--- src/rtl/dc_mseq.sv ---
// dc_mseq: multi-section microsequencer driving an asynchronous microcode store.
// It issues one microword per clock and supports a CALL/RET stack and IRQ vectoring at RNI.
module dc_mseq #(
  parameter int           AW       = 9,
  parameter int           MW       = 16,
  parameter int           CHIPS    = 3,
  parameter int           SDEPTH   = 4,
  parameter int           IRQN     = 4,
  parameter logic [AW-1:0] VEC_BASE = 9'o020
) (
  input  logic              pin_clk,
  input  logic              pin_rst_n,
  output logic [AW-1:0]     pin_ma,
  output logic [CHIPS-1:0]  pin_cs,
  input  logic [AW+MW-1:0]  pin_rd,
  output logic [MW-1:0]     pin_m,
  output logic              pin_mv,
  input  logic              pin_stall,
  input  logic              pin_cond,
  input  logic [15:0]       pin_ad,
  input  logic [IRQN-1:0]   pin_irq,
  output logic [IRQN-1:0]   pin_ack,
  output logic [2:0]        pin_pri,
  output logic [2:0]        pin_flags
);

  localparam int SW = (CHIPS > 1) ? $clog2(CHIPS) : 1;
  localparam int DW = $clog2(SDEPTH + 1);
  localparam int IW = (SDEPTH > 1) ? $clog2(SDEPTH) : 1;

  typedef enum logic [4:0] {
    OP_JMP   = 5'd0,
    OP_CJMP  = 5'd1,
    OP_CALL  = 5'd2,
    OP_RET   = 5'd3,
    OP_LDPRI = 5'd4,
    OP_CLRF  = 5'd5
  } op_e;

  logic [AW-1:0]    ma_q, ma_d;
  logic [SW-1:0]    sec_q, sec_d;
  logic [CHIPS-1:0] cs_q, cs_d;
  logic [MW-1:0]    m_q;
  logic             mv_q;
  logic [IRQN-1:0]  ack_q, ack_d;
  logic [2:0]       pri_q, pri_d;
  logic [2:0]       flags_q, flags_d;   // {cserr, sund, sovf}
  logic [DW-1:0]    dep_q, dep_d;
  logic [SW+AW-1:0] stk_q [SDEPTH];

  logic [AW-1:0]    na_field;
  logic [MW-1:0]    mi;
  op_e              op;
  logic             push;
  logic [IW-1:0]    top_idx;
  logic [2:0]       lvl;

  assign na_field = pin_rd[AW+MW-1:MW];
  assign mi       = pin_rd[MW-1:0];
  assign op       = op_e'(mi[15:11]);
  assign top_idx  = IW'(dep_q - DW'(1));

  always_comb begin
    // NOTE: every comb output gets a default first so no path leaves it unassigned (no latch).
    ma_d    = na_field;
    sec_d   = sec_q;
    pri_d   = pri_q;
    flags_d = flags_q;
    dep_d   = dep_q;
    push    = 1'b0;
    ack_d   = '0;
    lvl     = 3'd0;
    unique case (op)
      OP_JMP: begin
        if (mi[10:6] < 5'(CHIPS)) begin
          sec_d = mi[6 +: SW];
          ma_d  = AW'(mi[5:0]);
        end else begin
          flags_d[2] = 1'b1;
          sec_d      = '0;
          ma_d       = '0;
        end
      end
      OP_CJMP: if (pin_cond) ma_d = (na_field & ~AW'(8'hFF)) | AW'(mi[7:0]);
      OP_CALL: begin
        ma_d = mi[AW-1:0];
        if (dep_q == DW'(SDEPTH)) begin
          flags_d[0] = 1'b1;
        end else begin
          push  = 1'b1;
          dep_d = dep_q + DW'(1);
        end
      end
      OP_RET: begin
        if (dep_q == '0) begin
          flags_d[1] = 1'b1;
          sec_d      = '0;
          ma_d       = '0;
        end else begin
          {sec_d, ma_d} = stk_q[top_idx];
          dep_d         = dep_q - DW'(1);
        end
      end
      OP_LDPRI: pri_d = pin_ad[7:5];
      OP_CLRF:  flags_d = '0;
      default:  ;
    endcase
    // RNI: ascending scan so the highest eligible line is the last to win; masked by the old priority.
    if (sec_d == '0 && ma_d == '0) begin
      for (int i = 0; i < IRQN; i++) begin
        lvl = (i + 4 > 7) ? 3'd7 : 3'(i + 4);
        if (pin_irq[i] && lvl > pri_q) begin
          ack_d    = '0;
          ack_d[i] = 1'b1;
          ma_d     = VEC_BASE + AW'(i);
        end
      end
    end
    cs_d = CHIPS'(1) << sec_d;
  end

  always_ff @(posedge pin_clk) begin
    if (!pin_rst_n) begin
      ma_q    <= '0;
      sec_q   <= '0;
      cs_q    <= CHIPS'(1);
      m_q     <= '0;
      mv_q    <= 1'b0;
      ack_q   <= '0;
      pri_q   <= 3'd7;
      flags_q <= '0;
      dep_q   <= '0;
    end else if (pin_stall) begin
      mv_q  <= 1'b0;
      ack_q <= '0;
    end else begin
      ma_q    <= ma_d;
      sec_q   <= sec_d;
      cs_q    <= cs_d;
      m_q     <= mi;
      mv_q    <= 1'b1;
      ack_q   <= ack_d;
      pri_q   <= pri_d;
      flags_q <= flags_d;
      dep_q   <= dep_d;
    end
  end

  // NOTE: stack storage has no reset; clearing the depth counter is enough to empty it.
  always_ff @(posedge pin_clk) begin
    if (pin_rst_n && !pin_stall && push) stk_q[dep_q[IW-1:0]] <= {sec_q, na_field};
  end

  logic unused_ok;
  assign unused_ok = ^{pin_ad[15:8], pin_ad[4:0]};

  assign pin_ma    = ma_q;
  assign pin_cs    = cs_q;
  assign pin_m     = m_q;
  assign pin_mv    = mv_q;
  assign pin_ack   = ack_q;
  assign pin_pri   = pri_q;
  assign pin_flags = flags_q;

endmodule

--- config.mk ---
export PLATFORM = sky130hd
export DESIGN_NAME = dc_mseq
export DESIGN_NICKNAME = d
export VERILOG_FILES = /design/src/rtl/dc_mseq.sv
export SDC_FILE = /design/constraint.sdc
export NUM_CORES = 1
export LEC_CHECK = 0
export ABC_AREA = 1
export BUFFER_PORTS_ARGS = -buffer_cell sky130_fd_sc_hd__buf_4
export CORE_MARGIN = 4
export CORE_UTILIZATION = 58
export CTS_CLUSTER_DIAMETER = 40
export CTS_CLUSTER_SIZE = 30
export DETAILED_ROUTE_END_ITERATION = 16
export PLACE_DENSITY_LB_ADDON = 0.25
export REMOVE_ABC_BUFFERS = 1
export SETUP_SLACK_MARGIN = 0.2
export SYNTH_ARGS = -nofsm -noshare
export SYNTH_HDL_FRONTEND = slang
export SYNTH_SLANG_ARGS = --single-unit
export TNS_END_PERCENT = 5
--- constraint.sdc ---
create_clock -name pin_clk -period 4.2 [get_ports pin_clk]
set_input_delay 1.05 -clock pin_clk [delete_from_list [all_inputs] [get_ports pin_clk]]
set_output_delay 1.05 -clock pin_clk [all_outputs]
set_load 0.1 [all_outputs]
==> results of run 1 <==
stage by stage:
stage / area (um2) / util, %
after detailed placement: 4721 / 69.10
after global routing: 4916 / 71.96
after CTS: 4916 / 71.96
after floorplan: 3985 / -
final: 4916 / 71.96
after global placement: 4721 / 69.10
per-layer routing:
layer | track usage (%) | vias up
met2 | 40.02 | 151
li1 | - | 1750
met4 | 10.77 | 0
met5 | 0 | -
met3 | 4.512 | 22
met1 | 33.14 | 1689
state kept, by name (all words and copies together) (netlist names), 2 cells and up:
register	flops
pin_m	16
pin_ack	4
pin_pri	3
pin_flags	3
dep_q	3
pin_cs	3
sec_q	2
stk_q	44
pin_ma	9
area by class of cell:
class	count	area share [%]
Tap cell	96	2.443
Clock inverter	7	1.451
Timing Repair Buffer	82	12.52
Clock buffer	9	2.520
Inverter	51	3.894
Multi-Input combinational cell	333	32.37
Sequential cell	88	44.80
tightest hold or removal path: stages (launching register included):
cell and delay, ns:
dfxtp_1 0.32, nand2_1 0.06, a21oi_1 0.06
power by group through the flow:
| stage | clock [mW] | sequential [mW] | combinational [mW] |
|---|---|---|---|
| detailed placement | 0 | 0.946 | 0.296 |
| global route | 0.628 | 0.929 | 0.315 |
| finish | 0.584 | 0.927 | 0.297 |
| floorplan | 0 | 1.07 | 0.0704 |
| CTS | 0.593 | 0.927 | 0.297 |
| global placement | 0 | 0.945 | 0.292 |
kinds of logic (layout without fill, tap and decap cells):
| group | after synthesis | in the layout | synth area share [%] |
|---|---|---|---|
| flip-flops | 88 | 88 | 53.86 |
| buffers and inverters | 70 | 149 | 7.221 |
| AND/OR/NAND/NOR | 234 | 234 | 25.06 |
| AO/OA/AOI/OAI | 93 | 93 | 12.12 |
| adder cells (fa/ha/maj) | 5 | 5 | 1.530 |
| XOR/XNOR | 1 | 1 | 0.2142 |
cell usage in the layout (no fill, tap or decap):
cell type and instances:
nor3_1 2, clkbuf_8 9, buf_4 82, bufinv_16 1
nand3_1 29, a31oi_1 1, clkinv_4 1, dfxtp_1 44
nand3_2 4, or2_2 1, a41oi_1 1, clkinvlp_2 1
nand2_2 2, nand3b_1 3, inv_1 45, ha_1 5
nor2_1 81, nand2_1 99, o21ai_1 15, o211ai_1 1
xor2_1 1, clkinv_1 1, a21oi_1 27, or2_0 1
a21oi_2 4, nor2_2 4, clkinvlp_4 2, o21ai_0 42
inv_6 1, nand2_4 1, nand3_4 1, edfxtp_1 44
a2bb2oi_1 2, nor2_4 3, inv_2 6, nand4_1 3
final timing paths:
| check | end | start | slack, ns | cells after the start |
|---|---|---|---|---|
| worst min-delay path | pin_ma[2]$_SDFFE_PN0N_ | pin_ma[2]$_SDFFE_PN0N_ | 0.48 | 2 |
| worst min register to register | pin_ma[2]$_SDFFE_PN0N_ | pin_ma[2]$_SDFFE_PN0N_ | 0.48 | 2 |
| worst max-delay path | stk_q[1][10]$_DFFE_PP_ | pin_rst_n | 1.62 | 6 |
| worst max register to register | pin_ma[4]$_SDFFE_PN0N_ | dep_q[1]$_SDFFE_PN0P_ | 1.80 | 13 |
==> metrics.txt, run 1 <==
Die H=91.97 um; Top delay family on crit path=simple AND/OR/NAND/NOR gates; Worst path max stage delay=0.32 ns; Overall Global Routing Usage=24.92%; setup TNS=0 ns; sequential area share after synthesis=53.86%; CTS Sinks=88; Num CTS Buffers=9; Worst EP arrival=2.65 ns; worst path bufs/invs=3; most frequent cells after synthesis=nand2_1, nor2_1, inv_1; Setup Skew=0.009908 ns; diode count=0; crit share post-route=61.48%; Chip Width=91.97 um; CORE AREA=6832 um2; Synth Flop Type=edfxtp_1; LEAKAGE=2.190 nW; GRT Residual Overflow=0; max frequency=387.3 MHz; area share of the largest cell type after synthesis=32.31%; Pwr Total=1.809 mW; DP Wirelength=7302 um; Critical Path Sink Type=flip-flop; row count=30; P_int=1.263 mW; post-cts repair resize count=0; largest net degree at the start of global routing=29; die footprint=8458 um2; Comb pwr share=16.4%; worst min path class=reg -> reg; Routed WL per cell=15.41 um; Port Buffers=74; most frequent cell after synthesis=nand2_1; total routed wirelength=10,270 um; area leader, netlist=edfxtp_1; Flop pwr share=51.3%; total setup buffers inserted after CTS=0; routed vias/inst=5.423; switching power=545.6 uW; status=completed; Final min period=2.582 ns; worst hold slack=0.4785 ns; Worst setup SP type=primary input; Synth Register Bits=88; Avg Synthesized Cell Area=8.328 um2; top sig layer=met4; multi-input logic area=1592 um2; DP Cell Count=650; Clock Path Buffers=2; Net count, final=619; max_cap viols=0; EDFF count, synth=44; CTS tree=built; VDD IR max=0.2181 mV; Root Driver=clkbuf_8; DP Worst Slack=1.255 ns; synth unique cells=32; Worst Path Required=4.27 ns; Metal-1 WL=4500 um; DRC=0; Area contributors post-synth=edfxtp_1, dfxtp_1, nand2_1; PwrDens=367.9 nW/um2; Final WS setup=1.618 ns; H-tree levels=3; routability congestion estimate=0.8732; Final Hold Vio Count=0; Slew Viols, Final=0; Post-synth ARST share=0%; first-pass GRT wire length=16,580 um; Clk pwr share=32.3%; Post-CTS Hold Fix Bufs=0; CP max stage cell=nor2_1; Syn-to-layout area delta=20.23%; vias in the first global route=3,444; clk_lat worst skew=0.36 ns; critical path cell sequence=buf_4 > inv_1 > nor2_1 > nand2_1 > nor2_1 > buf_4; RSZ-0062 raised after global routing=false; I/O Pins=88; layout cell share with drive strength beyond 1=21.58%; total number of yosys warnings=0; final setup vio count=0; critical path class=in -> reg; Seq. cell area=2202 um2; via count=3,612; Mapped Area=4089 um2; post-route ant nets=0; Worst-Margin Slew=0.4722 ns; Slew headroom=68.48%; CP max FO=28; # fillers=559; CTS clk-pin slew, worst paths=0.09 ns; routed wl met2=4845 um; initial antenna violation count=0; met3 wire len=718 um; 1st-iter DRT viols=275; Initial Util=59.85%; Sw Ratio=30.16%; Mapped Cells=491; iteration count of the initial detailed-routing pass=5; Layout Cells excl Fill=666
(Power assumes the default switching activity.)
==> run 2: changes to the inputs <==
CORE_UTILIZATION = 54   (was 58)
clock period = 2.46 ns   (was 4.2 ns; I/O delays follow)
==> metrics.txt, run 2 (synthesis gave the netlist of run 1 again) <==
CTS tree=built; Die H=95.02 um (+3.3%); max frequency=482.7 MHz; Setup Skew=0.01400 ns (+0.004097 ns); vias in the first global route=3,421 (-0.67%); met3 usage=7.024% (+2.5 points); max_cap viols=0 (unchanged); Initial Util=56.07% (-3.8 points); R2R cell count=13 (unchanged); critical path class=reg -> reg; CTS clk-pin slew, worst paths=0.08 ns (about the same); Routed WL per cell=14.75 um (-4.3%); Root Driver=clkbuf_8; Num CTS Buffers=9 (unchanged); CTS Sinks=88 (unchanged); Net count, final=624 (+0.81%); iteration count of the initial detailed-routing pass=5 (unchanged); LEAKAGE=2.240 nW (+2.3%); clk_lat worst skew=0.36 ns (about the same); Pwr Total=3.205 mW (+77%); Final min period=2.072 ns; Final Hold Vio Count=0 (unchanged); Critical Path Sink Type=flip-flop; 1st-iter DRT viols=185 (-33%); CORE AREA=7292 um2 (+6.7%); status=completed; diode count=0 (unchanged); H-tree levels=3 (unchanged); Worst-Margin Slew=0.4416 ns (-0.03061 ns); final setup vio count=0 (unchanged); routability congestion estimate=0.8987 (+2.9%); r2r setup slk=0.39 ns (-1.41 ns); Global Route met1 Usage=30.60% (-2.5 points); Worst EP arrival=2.37 ns (-0.28 ns); max FFs per register=44 (unchanged); Final Core Density=68.65% (-3.3 points); die footprint=9028 um2 (+6.7%); GRT met2 Usage=38.46% (-1.6 points); total routed wirelength=9942 um (-3.1%); Worst setup SP type=flip-flop; DP Wirelength=7151 um (-2.1%); # fillers=620 (+11%); DRC=0 (unchanged); PwrDens=640.2 nW/um2 (+74%); DP Cell Count=658 (+1.2%); GRT Residual Overflow=0 (unchanged); I/O Pins=88 (unchanged); R2R Path Start=dep_q[1]$_SDFFE_PN0P_; CP Launch Point=dep_q[1]$_SDFFE_PN0P_; Slew headroom=70.25% (+1.8 points); Worst Path Required=2.76 ns (-1.51 ns); VDD IR max=0.3932 mV (+80%); Clock Path Buffers=2 (unchanged); Syn-to-layout area delta=22.43%; worst r2r dst=pin_ma[4]$_SDFFE_PN0N_; layout cell share with drive strength beyond 1=22.61% (+1.0 points); via count=3,502 (-3.0%); most frequent cells in the layout=nand2_1, buf_4, nor2_1, inv_1; Port Buffers=74 (unchanged); Slew Viols, Final=0 (unchanged); first-pass GRT wire length=16,220 um (-2.2%); Seq. cell area=2202 um2 (unchanged); Overall Global Routing Usage=23.66% (-1.3 points); row count=31 (+3.3%); crit share post-route=84.21%; Layout Cells excl Fill=674 (+1.2%); worst hold slack=0.4562 ns (-0.02224 ns); worst min path class=in -> reg; commonest non-fill, non-tap cell in the layout=nand2_1; Chip Width=95.02 um (+3.3%); worst setup path endpoint=pin_ma[4]$_SDFFE_PN0N_; initial antenna violation count=0 (unchanged); post-route ant nets=0 (unchanged); largest net degree at the start of global routing=41 (+41%); RSZ-0062 raised after global routing=false; busiest layer in global routing=met2; CP max FO=9 (-68%); routed vias/inst=5.196 (-4.2%); multi-input logic area=1609 um2 (+1.1%)
run 2: cell count changes in the layout (fill, tap and decap cells not counted), sizes merged:
cell	delta
inv	+3
buf	+5
bufinv	+1
clkinv	-2
clkinvlp	-2
run 2: cell type report:
class / count / share of cell area, %
clock buffer: 9 / 2.474
clock inverter: 7 / 2.000
timing repair buffer: 87 / 13.05
multi-input combinational: 333 / 32.14
tap: 99 / 2.474
sequential: 88 / 43.99
inverter: 51 / 3.874
run 2: metrics by stage:
| stage | worst slack [ns] | TNS, ns | area, um2 |
|---|---|---|---|
| 6_report | 0.3885 | 0 | 5006 |
| 5_1_grt | 0.2011 | 0 | 5006 |
| 4_1_cts | 0.2502 | 0 | 4986 |
| 3_5_place_dp | 0.2000 | 0 | 4762 |
| 3_3_place_gp | 0.2287 | 0 | 4762 |
| 2_1_floorplan | -0.1938 | -0.8930 | 3985 |
run 2: worst min-delay path by stage:
stage | startpoint | end | cells past startpoint
after floorplan | dep_q[2]$_SDFFE_PN0P_ | dep_q[2]$_SDFFE_PN0P_ | 2
after global routing | pin_rd[23] | stk_q[2][7]$_DFFE_PP_ | 1
after global placement | pin_flags[0]$_SDFFE_PN0P_ | pin_flags[0]$_SDFFE_PN0P_ | 2
after detailed placement | pin_flags[0]$_SDFFE_PN0P_ | pin_flags[0]$_SDFFE_PN0P_ | 2
final | pin_ad[5] | pin_pri[0]$_SDFFE_PN1P_ | 3
after CTS | pin_ad[5] | pin_pri[0]$_SDFFE_PN1P_ | 3
run 2: layer usage:
| metal | share of wire (%) | up-vias |
|---|---|---|
| met5 | 0 | - |
| met4 | 1.8 | 0 |
| met3 | 9.4 | 17 |
| met2 | 47 | 154 |
| met1 | 41 | 1571 |
| li1 | - | 1760 |
run 2: worst max-delay path, stage by stage (launching register included):
cell     delay (ns)
dfxtp_1        0.36
inv_1          0.12
ha_4           0.31
buf_4          0.17
nor2_1         0.06
o21ai_1        0.06
nand2_1        0.09
nand2_1        0.08
nand3_1        0.11
nand2_1        0.09
nand3_1        0.18
nor2_4         0.17
nand3_1        0.11
a21oi_2        0.11
run 2: power by group:
part,total [mW],switching (mW),internal (mW),leakage [nW]
logic,0.513,0.384,0.128,1.35
clock network,1.11,0.527,0.584,0.111
registers,1.58,0.0169,1.56,0.774
total,3.20,0.928,2.28,2.24
run 2: timing repair:
item	CTS	global route
hold buffers	0	0
endpoints found under the setup margin	0	7
gates resized for setup	0	3
setup buffers	0	0
endpoints found under the hold margin	0	0
==> run 3: changes to the inputs <==
CORE_UTILIZATION = 49   (was 54)
clock period = 1.9 ns   (was 2.46 ns; I/O delays follow)
==> metrics.txt, run 3 (synthesis gave the netlist of run 1 again) <==
status=complete, but fails checks; failing checks=negative setup slack; I/O Pins=88 (unchanged); first-pass GRT wire length=17,250 um (+6.3%); via count=3,676 (+5.0%); Clock Path Buffers=2 (unchanged); CTS tree=built; CTS clk-pin slew, worst paths=0.09 ns (about the same); worst r2r dst=pin_ack[3]$_SDFF_PP0_; VDD IR max=0.4307 mV (+9.5%); largest net degree at the start of global routing=29 (-29%); Syn-to-layout area delta=32.44%; r2r setup slk=-0.08 ns (-0.47 ns); max_cap viols=0 (unchanged); Final WS setup=-0.07822 ns (-0.4667 ns); final instance area=5415 um2 (+8.2%); Die H=99.35 um (+4.6%); layout cell share with drive strength beyond 1=31.03% (+8.4 points); Final Hold Vio Count=0 (unchanged); Initial Util=50.02% (-6.1 points); commonest non-fill, non-tap cell in the layout=buf_4; routability congestion estimate=0.8735 (-2.8%); Worst Path Required=2.19 ns (-0.57 ns); worst min path class=in -> reg; Port Buffers=74 (unchanged); R2R Path Start=dep_q[1]$_SDFFE_PN0P_; critical path cell sequence=inv_2 > ha_4 > buf_8 > nor2_4 > o21ai_1 > nand2_1 > nand2_1 > nand3_2 > nor2_4 > nand2_2 > nor2_4 > nand3_4 > nor2_2; Placement Cell Area=5000 um2 (+5.0%); Net count, final=658 (+5.4%); CP Launch Point=dep_q[1]$_SDFFE_PN0P_; crit share post-route=104.1% (+20 points); final setup vio count=7 (+7); WHS Endpoint=pin_pri[0]$_SDFFE_PN1P_; iteration count of the initial detailed-routing pass=5 (unchanged); Chip Width=99.35 um (+4.6%); Worst-Margin Slew=0.3931 ns (-0.04849 ns); worst hold path depth=3 (unchanged); 1st-iter DRT viols=194 (+4.9%); total routed wirelength=10,900 um (+9.6%); Setup Skew=0.009731 ns (-0.004273 ns); critical path class=reg -> reg; Num CTS Buffers=9 (unchanged); CTS Sinks=88 (unchanged); CP max FO=5 (-4); PwrDens=749.8 nW/um2 (+17%); die footprint=9870 um2 (+9.3%); Slew Viols, Final=0 (unchanged); Worst path max stage delay=0.34 ns (-0.02 ns); Critical Path Sink Type=flip-flop; Root Driver=clkbuf_8; Worst EP arrival=2.27 ns (-0.10 ns); R2R cell count=13 (unchanged); Worst setup SP type=flip-flop; row count=33 (+6.5%); CP max stage cell=dfxtp_2; initial antenna violation count=0 (unchanged); Slew headroom=73.52% (+3.3 points); Final Core Density=66.24% (-2.4 points); diode count=0 (unchanged); Final min period=1.978 ns (-0.09333 ns); RSZ-0062 raised after global routing=true; DP Wirelength=7822 um (+9.4%); clk_lat worst skew=0.36 ns (about the same); vias in the first global route=3,655 (+6.8%); CORE AREA=8175 um2 (+12%); H-tree levels=3 (unchanged); max FFs per register=44 (unchanged); CP most frequent cell=nor2_4; routed vias/inst=5.148 (-0.91%); DRC=0 (unchanged); LEAKAGE=2.423 nW (+8.2%); Overall Global Routing Usage=22.29% (-1.4 points); GRT Residual Overflow=0 (unchanged); post-route ant nets=0 (unchanged); Routed WL per cell=15.26 um (+3.5%); max frequency=505.5 MHz (+4.7%); most frequent cells in the layout=buf_4, nand2_1, nor2_1, edfxtp_1; hold path start=pin_ad[5]
==> run 3: power breakdown <==
part           total, mW  internal (mW)  switching (mW)
clock network       1.30          0.610           0.690
registers           2.05           2.03          0.0214
logic              0.714          0.196           0.517
==> run 3: what timing repair did <==
action | in CTS | in global routing
setup buffers | 2 | 2
setup endpoints to repair | 17 | 61
gates resized for setup | 7 | 42
gates cloned | 0 | 1
pin swaps | 3 | 15
hold buffers | 0 | 0
endpoints found under the hold margin | 0 | 0
==> run 3: critical path, delay by kind of cell, from the launching register on <==
family                     cells  cell delay (ns)
and+or+nand+nor                9             0.98
DFF                            1             0.34
adders and majority gates      1             0.32
buffers and inverters          2             0.18
AOI/OAI and AO/OA              1             0.07
==> run 3: metal layers <==
| metal | GRT usage, % | wire length, um | vias up |
|---|---|---|---|
| met2 | 36.67 | 5271 | 128 |
| met1 | 27.75 | 4655 | 1681 |
| met5 | 0 | 0 | - |
| met4 | 8.718 | 325 | 0 |
| li1 | - | - | 1840 |
| met3 | 6.381 | 646 | 27 |
==> run 3: worst max-delay path by stage <==
stage	end	slack, ns	cells past startpoint
after global routing	pin_ack[3]$_SDFF_PP0_	-0.23	13
after floorplan	dep_q[2]$_SDFFE_PN0P_	-0.75	9
final	pin_ack[3]$_SDFF_PP0_	-0.08	13
after detailed placement	pin_ack[0]$_SDFF_PP0_	-0.17	13
after CTS	pin_ma[1]$_SDFFE_PN0N_	0.006	13
after global placement	pin_ma[1]$_SDFFE_PN0N_	-0.10	13
==> run 3: stage by stage <==
stage	power, mW	setup slack, ns	hold WS [ns]	setup TNS (ns)	std cells
global route	4.232	-0.2264	0.3047	-1.449	714
floorplan	2.531	-0.7538	0.4669	-33.99	472
global placement	2.767	-0.1036	0.4552	-0.9014	693
detailed placement	2.778	-0.1713	0.4603	-3.560	693
finish	4.061	-0.07822	0.3165	-0.3349	714
CTS	4.054	0.005602	0.3063	0	711
==> run 3: layout make-up <==
cell class,count,area [um2]
inverters,51,196.4
clock buffers,9,123.9
multi-input cells,333,1715
fillers,688,2760
well taps,105,131.4
repair buffers,121,972.2
clock inverters,7,71.32
flip-flops and latches,88,2205
